--- src/rtl/stopwatch_ctrl.sv ---
// Stopwatch controller between the board keys and the HEX4/HEX5 decoders.
// Conditions the two active-low keys, runs the start/pause/lap/clear FSM,
// gates the 1 s prescaler and owns the two-digit packed-BCD seconds count.
module stopwatch_ctrl #(
    parameter int unsigned TIMING      = 1000000,
    parameter int unsigned DB_CYCLES   = 50000,
    parameter logic [7:0]  MAX_BCD     = 8'h99,
    parameter bit          STOP_AT_MAX = 1'b1
) (
    input  logic       ADC_CLK_10,
    input  logic       reset,
    input  logic [1:0] key_n,
    output logic [7:0] count_bcd,
    output logic [7:0] disp_bcd,
    output logic       sec_tick,
    output logic       led,
    output logic       running,
    output logic       done,
    output logic [2:0] state
);

    typedef enum logic [2:0] {
        IDLE  = 3'd0,
        RUN   = 3'd1,
        PAUSE = 3'd2,
        LAP   = 3'd3,
        DONE  = 3'd4
    } state_t;

    localparam int unsigned PRE_W = (TIMING > 1) ? $clog2(TIMING) : 1;
    localparam int unsigned DB_W  = (DB_CYCLES > 1) ? $clog2(DB_CYCLES + 1) : 1;

    localparam logic [PRE_W-1:0] PRE_LAST = PRE_W'(TIMING - 1);
    localparam logic [PRE_W-1:0] PRE_HALF = PRE_W'(TIMING / 2);
    localparam logic [DB_W-1:0]  DB_LAST  = DB_W'(DB_CYCLES - 1);

    // Key conditioning: index 0 = start/stop, index 1 = lap/clear.
    logic [1:0]      sync1_q;
    logic [1:0]      sync2_q;
    logic [1:0]      key_lvl_q;
    logic [DB_W-1:0] db_cnt_q [2];
    logic [1:0]      press_q;

    // Controller state.
    state_t           state_q;
    state_t           state_d;
    logic [PRE_W-1:0] pre_cnt_q;
    logic [PRE_W-1:0] pre_cnt_d;
    logic [7:0]       count_d;
    logic [7:0]       disp_d;
    logic             max_hit;

    logic start_ev;
    logic lap_ev;

    assign start_ev = press_q[0];
    assign lap_ev   = press_q[1];

    // Packed-BCD increment; 99 rolls over to 00.
    function automatic logic [7:0] bcd_inc(input logic [7:0] v);
        logic [3:0] ones;
        logic [3:0] tens;
        ones = v[3:0];
        tens = v[7:4];
        if (ones == 4'd9) begin
            ones = 4'd0;
            tens = (tens == 4'd9) ? 4'd0 : tens + 4'd1;
        end else begin
            ones = ones + 4'd1;
        end
        return {tens, ones};
    endfunction

    // Synchronize each key, then accept a level only after DB_CYCLES agreeing samples.
    always_ff @(posedge ADC_CLK_10) begin
        // NOTE: flops use non-blocking assignments so every register samples
        // the pre-edge value of its neighbours regardless of statement order.
        if (reset) begin
            sync1_q   <= 2'b11;
            sync2_q   <= 2'b11;
            key_lvl_q <= 2'b11;
            press_q   <= 2'b00;
            // NOTE: this small counter array is control state, not storage,
            // so every entry is reset; a RAM-style array would be left alone.
            for (int k = 0; k < 2; k++) begin
                db_cnt_q[k] <= '0;
            end
        end else begin
            sync1_q <= key_n;
            sync2_q <= sync1_q;
            for (int k = 0; k < 2; k++) begin
                press_q[k] <= 1'b0;
                if (sync2_q[k] != key_lvl_q[k]) begin
                    if (db_cnt_q[k] == DB_LAST) begin
                        key_lvl_q[k] <= sync2_q[k];
                        db_cnt_q[k]  <= '0;
                        // Only a newly accepted low level is a press.
                        press_q[k]   <= ~sync2_q[k];
                    end else begin
                        db_cnt_q[k] <= db_cnt_q[k] + DB_W'(1);
                    end
                end else begin
                    db_cnt_q[k] <= '0;
                end
            end
        end
    end

    // Next-state, prescaler and count logic; events outrank the terminal-count stop.
    always_comb begin
        // NOTE: every output of this block gets a default first, so no path
        // leaves a signal unassigned and no latch is inferred.
        state_d   = state_q;
        pre_cnt_d = pre_cnt_q;
        count_d   = count_bcd;
        sec_tick  = 1'b0;
        max_hit   = 1'b0;

        case (state_q)
            IDLE: begin
                pre_cnt_d = '0;
                if (start_ev) begin
                    state_d = RUN;
                end
            end
            RUN, LAP: begin
                sec_tick  = (pre_cnt_q == PRE_LAST);
                pre_cnt_d = sec_tick ? '0 : pre_cnt_q + PRE_W'(1);
                if (sec_tick) begin
                    if (count_bcd == MAX_BCD) begin
                        if (STOP_AT_MAX) begin
                            max_hit = 1'b1;
                        end else begin
                            count_d = 8'h00;
                        end
                    end else begin
                        count_d = bcd_inc(count_bcd);
                    end
                end
                // Start wins over a simultaneous lap.
                if (start_ev) begin
                    state_d = PAUSE;
                end else if (lap_ev) begin
                    state_d = (state_q == RUN) ? LAP : RUN;
                end else if (max_hit) begin
                    state_d = DONE;
                end
            end
            PAUSE: begin
                if (start_ev) begin
                    state_d = RUN;
                end else if (lap_ev) begin
                    state_d = IDLE;
                end
            end
            DONE: begin
                pre_cnt_d = '0;
                if (start_ev || lap_ev) begin
                    state_d = IDLE;
                end
            end
            default: begin
                state_d = IDLE;
            end
        endcase

        // IDLE always means a cleared stopwatch, whatever the way in.
        if (state_d == IDLE) begin
            count_d   = 8'h00;
            pre_cnt_d = '0;
        end

        // Entering LAP freezes the current count; otherwise track count exactly.
        if (state_d == LAP) begin
            disp_d = (state_q == LAP) ? disp_bcd : count_bcd;
        end else begin
            disp_d = count_d;
        end
    end

    // Controller registers.
    always_ff @(posedge ADC_CLK_10) begin
        if (reset) begin
            state_q   <= IDLE;
            pre_cnt_q <= '0;
            count_bcd <= 8'h00;
            disp_bcd  <= 8'h00;
        end else begin
            state_q   <= state_d;
            pre_cnt_q <= pre_cnt_d;
            count_bcd <= count_d;
            disp_bcd  <= disp_d;
        end
    end

    assign running = (state_q == RUN) || (state_q == LAP);
    assign done    = (state_q == DONE);
    assign led     = running && (pre_cnt_q < PRE_HALF);
    assign state   = state_q;

endmodule

--- config.mk ---
export PLATFORM = sky130hd
export DESIGN_NAME = stopwatch_ctrl
export DESIGN_NICKNAME = d
export VERILOG_FILES = /design/src/rtl/stopwatch_ctrl.sv
export SDC_FILE = /design/constraint.sdc
export NUM_CORES = 1
export LEC_CHECK = 0
export CAP_MARGIN = 40
export CORE_ASPECT_RATIO = 0.5
export CORE_MARGIN = 4
export CORE_UTILIZATION = 29
export DETAILED_ROUTE_END_ITERATION = 16
export SLEW_MARGIN = 40
export SYNTH_ARGS = -nofsm -noshare
export SYNTH_HDL_FRONTEND = slang
export SYNTH_SLANG_ARGS = --single-unit
--- constraint.sdc ---
create_clock -name ADC_CLK_10 -period 3.23 [get_ports ADC_CLK_10]
set_input_delay 0.323 -clock ADC_CLK_10 [delete_from_list [all_inputs] [get_ports ADC_CLK_10]]
set_output_delay 0.323 -clock ADC_CLK_10 [all_outputs]
set_load 0.1 [all_outputs]
**After elaboration in Yosys (flattened, before gate mapping)**

Memories as Yosys holds them, arrays and structs flattened.
Cells that the tools add are included.
Widths: inputs -> output; s select.

- Magnitude comparators: 1
- Add/sub/neg operators: 5
- Reductions and logical operators: 13
- Multiplexer cells: 54
- Equality and inequality tests: 14
- Bitwise gates (word level): 12

Operators by type and width:

| cell | number |
|---|---|
| $mux 16 | 6 |
| $mux 8 | 6 |
| $pmux 20 s2 | 1 |
| $add 16x1->16 const B | 2 |
| $eq 16x16->1 const B | 2 |
| $mux 1 | 28 |
| $mux 3 | 7 |
| $add 20x1->20 const B | 1 |
| $eq 20x20->1 const B | 1 |
| $lt 20x19->1 const B | 1 |
| $mux 20 | 1 |
| $mux 4 | 3 |
| $pmux 3 s4 | 1 |
| $eq 3x2->1 const B | 3 |
| $add 4x1->4 const B | 2 |
| $eq 4x4->1 const B | 2 |
| $eq 8x8->1 const B | 1 |
| $logic_not 3->1 | 2 |
| $not 1->1 | 6 |
| $or 1x1->1 | 6 |
| $reduce_or 2->1 | 3 |
| $reduce_or 3->1 | 2 |
| $reduce_and 2->1 | 2 |
| $eq 3x1->1 const B | 1 |
| 7 further kinds | 9 |

- Memory bits (writable): 32
- Memories: 1
- Flip-flop bits (word level): 47
- Output and inout bits: 23
- Input port bits: 4

Memories:

| name | words | width | read ports | clocked after memory_dff | write ports | RTL line | source |
|---|---|---|---|---|---|---|---|
| db_cnt_q | 2 | 16 | 2 | 0 | 2 | 41 | `logic [DB_W-1:0] db_cnt_q [2];` |

**Logic depth before layout (Yosys ltp)**

Gate-level depths: netlist of run 1.

- Word-level depth: 11
- Depth in mapped cells: 8
- Mapped depth without buffers: 7

**Least setup slack after synthesis of run 1**

Ideal clock, no wire load.

- Path type: flip-flop to output port
- Start: register state_q[0] (netlist: state[0])
- End: output port led
- Buffers on the path: 2
- Cell stages (with the launch flop): 5
- Arrival: 3,572 ps
- Path slack: -665 ps
- Data required time: 2,907 ps
- Cells stage by stage: dfxtp_1 buf_4 nand2b_1 buf_2 nor3_1

- Longest elaborated chain between the ends: 3

RTL lines:

| item | RTL line | source |
|---|---|---|
| from (decl) | 45 | `state_t state_q;` |
| from (signal assigned) | 189 | `state_q <= state_d;` |
| $eq 3x1->1 or $eq 3x2->1 (tied branches) | 196 | `assign running = (state_q == RUN) \|\| (state_q == LAP);` |
| $logic_or 1x1->1 (*) | 196 |  |
| $logic_and 1x1->1 (*) | 198 | `assign led = running && (pre_cnt_q < PRE_HALF);` |
| to (decl) | 16 | `output logic led,` |

Mark *: on every way between the ends. The rest lies on a longest branch, timed or not.

**Final worst setup path of run 1**

- Start: register pre_cnt_q[0]
- End: output port sec_tick

- Longest elaborated chain between the ends: 2

RTL lines:

| item | RTL line | source |
|---|---|---|
| from (decl) | 47 | `logic [PRE_W-1:0] pre_cnt_q;` |
| from (signal assigned) | 190 | `pre_cnt_q <= pre_cnt_d;` |
| $eq 20x20->1 | 127 | `sec_tick = (pre_cnt_q == PRE_LAST);` |
| $mux 1 | 119 | `case (state_q)` |
| to (decl) | 15 | `output logic sec_tick,` |

Every way passes these cells.

==> qor.tcl, run 1 <==
set qor(synth.yosys.seq_area_share) 0.450
set qor(globalRoute.totalOverflow) 0
set qor(layout_commonest_cell) {sky130_fd_sc_hd__nor2_1}
set qor(max-clock-path-buffers) 2
set qor(htree_levels) 3
set qor(final_cell_mix) {64 x sky130_fd_sc_hd__nor2_1, 47 x sky130_fd_sc_hd__dfxtp_1, 35 x sky130_fd_sc_hd__nand2_1}
set qor(synth_cells) 455
set qor(final_core_area_utilization) 0.354
set qor(cts_hold_buffers) 0
set qor(drive_gt1_frac) 0.119
set qor(cp_data_required_time_ns) 2.91
set qor(number_of_flops_mapped_to_enable_cells_by_yosys) 32
set qor(worst_skew_pair.late_latency_ns) 0.34
set qor(antennaDiodeCount) 0
set qor(hp-class) {reg -> reg}
set qor(placementRows) 30
set qor(dp_hpwl_um) 6280
set qor(postSynthAreaPerCell_um2) 9.29
set qor(static-leakage-power_nw) 1.66
set qor(cts_resized) 0
set qor(finalWirelength_um) 8910
set qor(synth-seq-cells) 79
set qor(arrival_ns) 2.22
set qor(grt_pass1_wl_um) 15100
set qor(max-cap-violations) 0
set qor(worst_path_clk_slew_ns) 0.06
set qor(cts_inserted_buffers) 9
set qor(antenna_violations_before_repair) 2
set qor(die_h_um) 93.4
set qor(drt_pass1_iterations) 4
set qor(finalSetupViolCount) 0
set qor(fin_tns_setup_ns) 0
set qor(grt_max_degree) 28
set qor(tmin_final_ns) 2.55
set qor(run_status) {completed}
set qor(tritoncts) {yes}
set qor(antenna_violating_nets_post_route) 0
set qor(post_synth_num_cell_types) 66
set qor(floorplan.die_area_um2) 16700
set qor(design_power_total_mw) 2.05
set qor(remaining_drc_errors) 0
set qor(gp_congestion) 0.790
set qor(cts.sinks) 79
set qor(fillerInstances) 1430
set qor(synth.cell_area_um2) 4230
set qor(path_max_fanout) 10
set qor(clock_tree.root_cell) {sky130_fd_sc_hd__clkbuf_16}
set qor(maxSlewViolCount) 0
set qor(syn2layout_area_growth_pct) 16.5
set qor(floorplan.core_area_um2) 13900
set qor(commonest_register_cell_after_synthesis) {sky130_fd_sc_hd__dfxtp_1}
set qor(min_period_over_period) 0.789
set qor(final_number_of_hold_violating_endpoints) 0
set qor(hold_worst_slack_ns) 0.408
set qor(async_flop_share) 0
set qor(multi_input_area_um2) 2260
set qor(nets_final) 517
set qor(max_slew.worst_pin.slew_ns) 0.826
set qor(num_io_pins) 27
set qor(post_drt_wl_per_cell_um) 12.7
set qor(unrepaired_setup_endpoints_after_global_routing) {no}
set qor(track_usage) 0.112
set qor(worst-setup-path-type) {reg -> out}
set qor(peakVddDrop_uv) 233
set qor(timing.clock.skew_ns) 0.00455
set qor(number_of_global_route_vias_before_repair) 3122
set qor(crit_path_end_kind) {output port}
set qor(post_layout_nonfiller_instances) 703
set qor(viasPerCell) 4.83
set qor(initial_core_utilization) 0.304
set qor(ys.warnings.count) 0
set qor(power_density_nw_per_um2) 416
set qor(routed-via-count) 3394
set qor(first_iter_violations) 196
set qor(post-cts-setup-buffers) 0
set qor(placement.io_buffers) 26
set qor(max_freq_ghz) 0.392
set qor(worst_slew_margin_rel) 0.447
set qor(setup.worst_path.start_class) {flop}
set qor(layout.area.seq_um2) 1900
set qor(chipWidth_um) 179
set qor(placedCellCount) 687
-- through the flow --
stage / worst slack, ns / cell area, µm²
6_report: 0.682 / 4920
5_1_grt: 0.457 / 4920
4_1_cts: 0.638 / 4920
3_5_place_dp: 0.803 / 4650
3_3_place_gp: 0.808 / 4740
2_1_floorplan: 0.0257 / 4350
-- sequential cells by signal, indices dropped and copies added, names as in the netlist --
name and cells:
press_q 2, state 3, sync2_q 2, pre_cnt_q 20
sync1_q 2, disp_bcd 8, count_bcd 8, key_lvl_q 2
db_cnt_q 32
-- layer usage --
metal,track usage,vias up,share of wire
met5,0,-,0.0027
met2,0.183,46,0.47
met1,0.136,1583,0.46
met4,0.0364,4,0.015
li1,-,1747,-
met3,0.0428,14,0.045
-- report_power, final --
part	total [mW]	internal [mW]	switching (mW)
combinational	0.0433	0.0203	0.0230
sequential	1.08	1.06	0.0193
clock	0.928	0.524	0.404
-- synthesized netlist by cell type (all sizes together), types with 10 or more instances --
| master | count | area [µm²] |
|---|---|---|
| nor2 | 64 | 240 |
| dfxtp | 47 | 941 |
| nand2 | 36 | 138 |
| edfxtp | 32 | 961 |
| nand3 | 29 | 145 |
| xor2 | 17 | 149 |
| inv | 16 | 60.1 |
| a21oi | 14 | 81.3 |
| buf | 14 | 104 |
| nand4 | 14 | 87.6 |
| xnor2 | 14 | 123 |
| nor3 | 11 | 60.1 |
| o21ai | 10 | 50.1 |
-- final timing paths --
check	slack (ns)	end	startpoint	cells past startpoint
worst max-delay path	0.68	sec_tick	pre_cnt_q[0]	6
worst min-delay path	0.41	sync2_q[0]	sync1_q[0]	1
worst max register to register	0.88	db_cnt_q[1][15]	db_cnt_q[1][5]	4
worst min register to register	0.41	sync2_q[0]	sync1_q[0]	1
-- area by class of cell --
type / instances / area share
Clock buffer: 10 / 0.0465
Multi-Input combinational cell: 370 / 0.459
Timing Repair Buffer: 30 / 0.0381
Sequential cell: 79 / 0.386
Clock inverter: 6 / 0.00941
Inverter: 16 / 0.0122
Tap cell: 192 / 0.0488
-- critical path, cell delays in order, from the launching register on --
cell,delay (ns)
sky130_fd_sc_hd__dfxtp_1,0.41
sky130_fd_sc_hd__ha_1,0.26
sky130_fd_sc_hd__and3_1,0.24
sky130_fd_sc_hd__and2_1,0.39
sky130_fd_sc_hd__nand3_1,0.21
sky130_fd_sc_hd__inv_1,0.09
sky130_fd_sc_hd__buf_4,0.28
-- kinds of logic after synthesis --
kind of cell	share of synthesized area
AND/OR/NAND/NOR	0.268
flip-flops	0.450
adder cells (fa/ha/maj)	0.0207
XOR/XNOR	0.0643
other	0.000888
AO/OA/AOI/OAI	0.138
multiplexers	0.0121
buffers and inverters	0.0456
Note: power is estimated with default switching activity, not from simulation.
==> inputs of run 2 (changes only) <==
==> constraint.sdc (replaced) <==
create_clock -name ADC_CLK_10 -period 2.5 [get_ports ADC_CLK_10]
set_input_delay 0.25 -clock ADC_CLK_10 [delete_from_list [all_inputs] [get_ports ADC_CLK_10]]
set_output_delay 0.25 -clock ADC_CLK_10 [all_outputs]
set_load 0.1 [all_outputs]
==> qor.tcl, run 2 (synthesized netlist as in run 1, its figures left out) <==
set qor(worst_slew_margin_rel) 0.485 ;# was 0.447
set qor(routed-via-count) 3441 ;# was 3394
set qor(first_iter_violations) 216 ;# was 196
set qor(dp_hpwl_um) 6560 ;# was 6280 µm
set qor(static-leakage-power_nw) 1.68 ;# was 1.66 nW
set qor(cts_inserted_buffers) 9 ;# unchanged
set qor(min_period_over_period) 0.900
set qor(max-cap-violations) 0 ;# unchanged
set qor(worst-setup-path-type) {reg -> out} ;# unchanged
set qor(final_cell_mix) {64 x sky130_fd_sc_hd__nor2_1, 45 x sky130_fd_sc_hd__dfxtp_1, 35 x sky130_fd_sc_hd__nand2_1} ;# was 64 x sky130_fd_sc_hd__nor2_1, 47 x sky130_fd_sc_hd__dfxtp_1, 35 x sky130_fd_sc_hd__nand2_1
set qor(layout_commonest_cell) {sky130_fd_sc_hd__nor2_1} ;# unchanged
set qor(grt_pass1_wl_um) 15400 ;# was 15100 µm
set qor(grt_max_degree) 28 ;# unchanged
set qor(setup.worst_path.start_class) {flop} ;# unchanged
set qor(cts_hold_buffers) 0 ;# unchanged
set qor(setup_ws_ns) 0.251 ;# was 0.682 ns
set qor(tritoncts) {yes} ;# unchanged
set qor(syn2layout_area_growth_pct) 20.0 ;# was 16.5%
set qor(final_core_area_utilization) 0.365 ;# was 0.354
set qor(htree_levels) 3 ;# unchanged
set qor(finalWirelength_um) 9170 ;# was 8910 µm
set qor(top_registers) {db_cnt_q (32), pre_cnt_q (20)} ;# unchanged
set qor(drive_gt1_frac) 0.140 ;# was 0.119
set qor(worst_path_max_delay_cell) {sky130_fd_sc_hd__dfxtp_1} ;# unchanged
set qor(viasPerCell) 4.86 ;# was 4.83
set qor(number_of_global_route_vias_before_repair) 3229 ;# was 3122
set qor(fin_tns_setup_ns) 0 ;# unchanged
set qor(startpoint) {pre_cnt_q[1]} ;# was pre_cnt_q[0]
set qor(maxSlewViolCount) 0 ;# unchanged
set qor(power_density_nw_per_um2) 531 ;# was 416 nW/µm²
set qor(placementRows) 30 ;# unchanged
set qor(worst_path_clk_slew_ns) 0.06 ;# about the same
set qor(reg2reg_depth) 5 ;# was 4
set qor(design_power_total_mw) 2.69 ;# was 2.05 mW
set qor(cp_slowest_stage_delay_ns) 0.40 ;# was 0.41 ns
set qor(gp_congestion) 0.815 ;# was 0.790
set qor(num_io_pins) 27 ;# unchanged
set qor(max_slew.worst_pin.slew_ns) 0.769 ;# was 0.826 ns
set qor(detailedPlace.worstSlack_ns) 0.339 ;# was 0.803 ns
set qor(final_number_of_hold_violating_endpoints) 0 ;# unchanged
set qor(post_drt_wl_per_cell_um) 13.0 ;# was 12.7 µm
set qor(max-clock-path-buffers) 2 ;# unchanged
set qor(hold_depth) 1 ;# unchanged
set qor(internal_power_mw) 2.10 ;# was 1.60 mW
set qor(unrepaired_setup_endpoints_after_global_routing) {no} ;# unchanged
set qor(hp-class) {reg -> reg} ;# unchanged
set qor(post-cts-setup-buffers) 0 ;# unchanged
set qor(track_usage) 0.114 ;# was 0.112
set qor(hold_path_startpoint) {sync1_q[1]} ;# was sync1_q[0]
set qor(cp_data_required_time_ns) 2.25 ;# was 2.91 ns
set qor(switching_share) 0.221 ;# was 0.218
set qor(reg2reg_from) {db_cnt_q[1][5]} ;# unchanged
set qor(crit_path_end_kind) {output port} ;# unchanged
set qor(initial_core_utilization) 0.304 ;# unchanged
set qor(run_status) {completed} ;# unchanged
set qor(comb_power_share) 0.022 ;# was 0.021
set qor(antennaDiodeCount) 0 ;# unchanged
set qor(cell_breakdown_of_the_critical_path) {ha_1, and3_1, and2_2, nand3_1, inv_1, buf_12} ;# was ha_1, and3_1, and2_1, nand3_1, inv_1, buf_4
set qor(power_frac_seq) 0.517 ;# was 0.526
set qor(clock_tree.root_cell) {sky130_fd_sc_hd__clkbuf_16} ;# unchanged
set qor(remaining_drc_errors) 0 ;# unchanged
set qor(cts.sinks) 79 ;# unchanged
set qor(path_max_fanout) 10 ;# unchanged
set qor(switchingPower_uw) 594 ;# was 447 µW
set qor(setup.reg_to_reg.worst_slack_ns) 0.36 ;# was 0.88 ns
set qor(largest_register_by_flop_count) {db_cnt_q} ;# unchanged
set qor(floorplan.core_area_um2) 13900 ;# unchanged
set qor(die_h_um) 93.4 ;# unchanged
set qor(arrival_ns) 2.00 ;# was 2.22 ns
set qor(antenna_violating_nets_post_route) 0 ;# unchanged
set qor(floorplan.die_area_um2) 16700 ;# unchanged
set qor(largest_register_ffs) 32 ;# unchanged
set qor(antenna_violations_before_repair) 0 ;# was 2
set qor(tmin_final_ns) 2.25
set qor(worst_skew_pair.late_latency_ns) 0.34 ;# about the same
set qor(placement.io_buffers) 26 ;# unchanged
set qor(drt_pass1_iterations) 4 ;# unchanged
set qor(nets_final) 522 ;# was 517
set qor(chipWidth_um) 179 ;# unchanged
set qor(r2r-end) {db_cnt_q[1][15]} ;# unchanged
set qor(worstSetupEndpoint) {sec_tick} ;# unchanged
set qor(finalSetupViolCount) 0 ;# unchanged
set qor(peakVddDrop_uv) 278 ;# was 233 µV
set qor(cts_resized) 0 ;# unchanged
set qor(max_freq_ghz) 0.445
set qor(pwr-share-clk) 0.461 ;# was 0.453
set qor(globalRoute.totalOverflow) 0 ;# unchanged
set qor(timing.clock.skew_ns) 0.00598 ;# was 0.00455 ns
-- run 2: cell types whose count changed in the layout (fill, tap and decap cells not counted), sizes merged --
cell,change
clkinvlp,+1
clkinv,-1
buf,+5
-- run 2: layout make-up --
cell class,count,area [µm²]
Inverter,16,63.8
Clock inverter,6,43.8
Clock buffer,10,239
Timing Repair Buffer,35,308
Sequential cell,79,1900
Multi-Input combinational cell,370,2270
Fill cell,1430,8820
Tap cell,192,240
-- run 2: worst min-delay path by stage --
stage                             to  slack [ns]
after CTS                 sync2_q[1]        0.41
after detailed placement  sync2_q[1]        0.39
final                     sync2_q[1]        0.41
after floorplan           sync1_q[0]        0.35
after global placement    sync2_q[1]        0.39
after global routing      sync2_q[1]        0.42
-- run 2: power groups by stage --
stage               sequential, mW  clock, mW  combinational [mW]
detailed placement            1.42          0              0.0572
floorplan                     1.41          0              0.0476
CTS                           1.39       1.28              0.0577
finish                        1.39       1.24              0.0587
global route                  1.39       1.34              0.0681
global placement              1.42          0              0.0567
-- run 2: through the flow --
step | hold slack, ns | instance area (µm²) | std cells
finish | 0.409 | 5070 | 708
global route | 0.420 | 5070 | 708
CTS | 0.409 | 5070 | 708
detailed placement | 0.394 | 4790 | 692
global placement | 0.390 | 4790 | 692
floorplan | 0.354 | 4370 | 486
-- run 2: metal layers --
layer  up-vias  track usage  share of wire
met5         -            0              0
met4         0       0.0338         0.0080
met3         6       0.0303          0.039
met2        52        0.185           0.47
met1      1626        0.148           0.49
li1       1757            -              -
-- run 2: critical path: cells and delay by family, from the launching register on --
kind | cells | cell delay (ns)
buffers and inverters | 2 | 0.32
and+or+nand+nor | 3 | 0.71
DFF | 1 | 0.40
adders and majority gates | 1 | 0.23
==> inputs of run 3 (changes only) <==
==> constraint.sdc (replaced) <==
create_clock -name ADC_CLK_10 -period 2.3 [get_ports ADC_CLK_10]
set_input_delay 0.23 -clock ADC_CLK_10 [delete_from_list [all_inputs] [get_ports ADC_CLK_10]]
set_output_delay 0.23 -clock ADC_CLK_10 [all_outputs]
set_load 0.1 [all_outputs]
==> qor.tcl, run 3 (synthesized netlist as in run 1, its figures left out) <==
set qor(run_status) {completed} ;# unchanged
set qor(setup_ws_ns) 0.151 ;# was 0.251 ns
set qor(post_drt_wl_per_cell_um) 13.0 ;# about the same
set qor(peakVddDrop_uv) 344 ;# was 278 µV
set qor(tmin_final_ns) 2.15
set qor(drt_pass1_iterations) 4 ;# unchanged
set qor(placedCellCount) 699 ;# was 692
set qor(chipWidth_um) 179 ;# unchanged
set qor(floorplan.die_area_um2) 16700 ;# unchanged
set qor(static-leakage-power_nw) 1.70 ;# was 1.68 nW
set qor(max-cap-violations) 0 ;# unchanged
set qor(hp-class) {reg -> reg} ;# unchanged
set qor(largest_register_ffs) 32 ;# unchanged
set qor(maxSlewViolCount) 0 ;# unchanged
set qor(finalSetupViolCount) 0 ;# unchanged
set qor(max_freq_ghz) 0.465
set qor(tritoncts) {yes} ;# unchanged
set qor(setup.worst_path.start_class) {flop} ;# unchanged
set qor(post_layout_nonfiller_instances) 715 ;# was 708
set qor(globalRoute.totalOverflow) 0 ;# unchanged
set qor(startpoint) {pre_cnt_q[0]} ;# was pre_cnt_q[1]
set qor(timing.clock.skew_ns) 0.00593 ;# was 0.00598 ns
set qor(cp_data_required_time_ns) 2.07 ;# was 2.25 ns
set qor(placementRows) 30 ;# unchanged
set qor(dp_hpwl_um) 6700 ;# was 6560 µm
set qor(finalWirelength_um) 9280 ;# was 9170 µm
set qor(worst_slew_margin_rel) 0.634 ;# was 0.485
set qor(layout_commonest_cell) {sky130_fd_sc_hd__nor2_1} ;# unchanged
set qor(htree_levels) 3 ;# unchanged
set qor(max-clock-path-buffers) 2 ;# unchanged
set qor(number_of_global_route_vias_before_repair) 3286 ;# was 3229
set qor(final_cell_mix) {64 x sky130_fd_sc_hd__nor2_1, 38 x sky130_fd_sc_hd__dfxtp_1, 35 x sky130_fd_sc_hd__nand2_1, 35 x sky130_fd_sc_hd__buf_4} ;# was 64 x sky130_fd_sc_hd__nor2_1, 45 x sky130_fd_sc_hd__dfxtp_1, 35 x sky130_fd_sc_hd__nand2_1
set qor(floorplan.core_area_um2) 13900 ;# unchanged
set qor(cts.sinks) 79 ;# unchanged
set qor(track_usage) 0.119 ;# was 0.114
set qor(nets_final) 529 ;# was 522
set qor(worst_skew_pair.late_latency_ns) 0.33 ;# was 0.34 ns
set qor(min_period_over_period) 0.935
set qor(routed-via-count) 3487 ;# was 3441
set qor(path_max_fanout) 6 ;# was 10
set qor(num_io_pins) 27 ;# unchanged
set qor(remaining_drc_errors) 0 ;# unchanged
set qor(cts_inserted_buffers) 9 ;# unchanged
set qor(reg2reg_depth) 5 ;# unchanged
set qor(final_cell_area_um2) 5150 ;# was 5070 µm²
set qor(power_density_nw_per_um2) 561 ;# was 531 nW/µm²
set qor(initial_core_utilization) 0.304 ;# unchanged
set qor(clock_tree.root_cell) {sky130_fd_sc_hd__clkbuf_16} ;# unchanged
set qor(post-cts-setup-buffers) 0 ;# unchanged
set qor(worst-setup-path-type) {reg -> out} ;# unchanged
set qor(antenna_violations_before_repair) 0 ;# unchanged
set qor(crit_path_end_kind) {output port} ;# unchanged
set qor(grt_max_degree) 28 ;# unchanged
set qor(arrival_ns) 1.92 ;# was 2.00 ns
set qor(syn2layout_area_growth_pct) 22.0 ;# was 20.0%
set qor(antenna_violating_nets_post_route) 0 ;# unchanged
set qor(worstSetupEndpoint) {sec_tick} ;# unchanged
set qor(antennaDiodeCount) 0 ;# unchanged
set qor(viasPerCell) 4.88 ;# was 4.86
set qor(fin_tns_setup_ns) 0 ;# unchanged
set qor(first_iter_violations) 368 ;# was 216
set qor(r2r-end) {db_cnt_q[0][3]} ;# was db_cnt_q[1][15]
set qor(final_number_of_hold_violating_endpoints) 0 ;# unchanged
set qor(die_h_um) 93.4 ;# unchanged
set qor(setup.reg_to_reg.worst_slack_ns) 0.21 ;# was 0.36 ns
set qor(grt_pass1_wl_um) 16000 ;# was 15400 µm
set qor(worst_path_clk_slew_ns) 0.06 ;# about the same
set qor(placement.io_buffers) 26 ;# unchanged
set qor(reg2reg_from) {db_cnt_q[0][4]} ;# was db_cnt_q[1][5]
set qor(drive_gt1_frac) 0.168 ;# was 0.140
set qor(unrepaired_setup_endpoints_after_global_routing) {no} ;# unchanged
set qor(max_slew.worst_pin.slew_ns) 0.548 ;# was 0.769 ns
set qor(top_registers) {db_cnt_q (32), pre_cnt_q (20)} ;# unchanged
set qor(detailedPlace.worstSlack_ns) 0.200 ;# was 0.339 ns
set qor(gp_congestion) 0.865 ;# was 0.815
set qor(largest_register_by_flop_count) {db_cnt_q} ;# unchanged
set qor(area_after_detailed_placement_um2) 4870 ;# was 4790 µm²
[run 3: metrics by stage]
stage          power, mW  hold slack [ns]   util
4_1_cts             2.95            0.413  0.371
2_1_floorplan       1.58            0.334      -
5_1_grt             3.03            0.427  0.371
3_3_place_gp        1.60            0.394  0.351
3_5_place_dp        1.60            0.398  0.351
6_report            2.89            0.408  0.371
[run 3: worst min-delay path by stage]
stage | from | end | slack [ns] | depth (start not counted)
3_3_place_gp | sync1_q[0] | sync2_q[0] | 0.39 | 1
3_5_place_dp | sync1_q[0] | sync2_q[0] | 0.40 | 1
6_report | sync1_q[0] | sync2_q[0] | 0.41 | 1
2_1_floorplan | key_n[0] | sync1_q[0] | 0.33 | 1
5_1_grt | sync1_q[1] | sync2_q[1] | 0.43 | 1
4_1_cts | sync1_q[0] | sync2_q[0] | 0.41 | 1
[run 3: layout make-up]
class,instances,area (µm²)
clock buffer,12,246
clock inverter,4,30.0
fill,1404,8730
inverter,16,67.6
multi-input combinational,370,2280
sequential,79,1920
tap,192,240
timing repair buffer,42,373
[run 3: power by group]
part | switching [mW] | internal (mW)
combinational | 0.0341 | 0.0292
sequential | 0.0271 | 1.48
clock | 0.553 | 0.764
total | 0.614 | 2.28
[run 3: layer usage]
| metal | vias up | routed length, µm | global-route usage |
|---|---|---|---|
| met5 | - | 0 | 0 |
| met4 | 0 | 115 | 0.0377 |
| met3 | 11 | 311 | 0.0331 |
| met2 | 45 | 4330 | 0.191 |
| met1 | 1653 | 4520 | 0.157 |
| li1 | 1778 | - | - |
[run 3: timing repair]
action,in CTS,in global routing
setup endpoints to repair,1,1
pin swaps,0,0
resized for setup,1,5
hold buffers,0,0
[run 3: critical path: stages, from the launching register on]
cell,delay (ns)
sky130_fd_sc_hd__dfxtp_2,0.37
sky130_fd_sc_hd__ha_2,0.21
sky130_fd_sc_hd__and3_1,0.23
sky130_fd_sc_hd__and2_4,0.22
sky130_fd_sc_hd__buf_4,0.15
sky130_fd_sc_hd__nand3_2,0.12
sky130_fd_sc_hd__clkinvlp_4,0.11
sky130_fd_sc_hd__buf_12,0.16
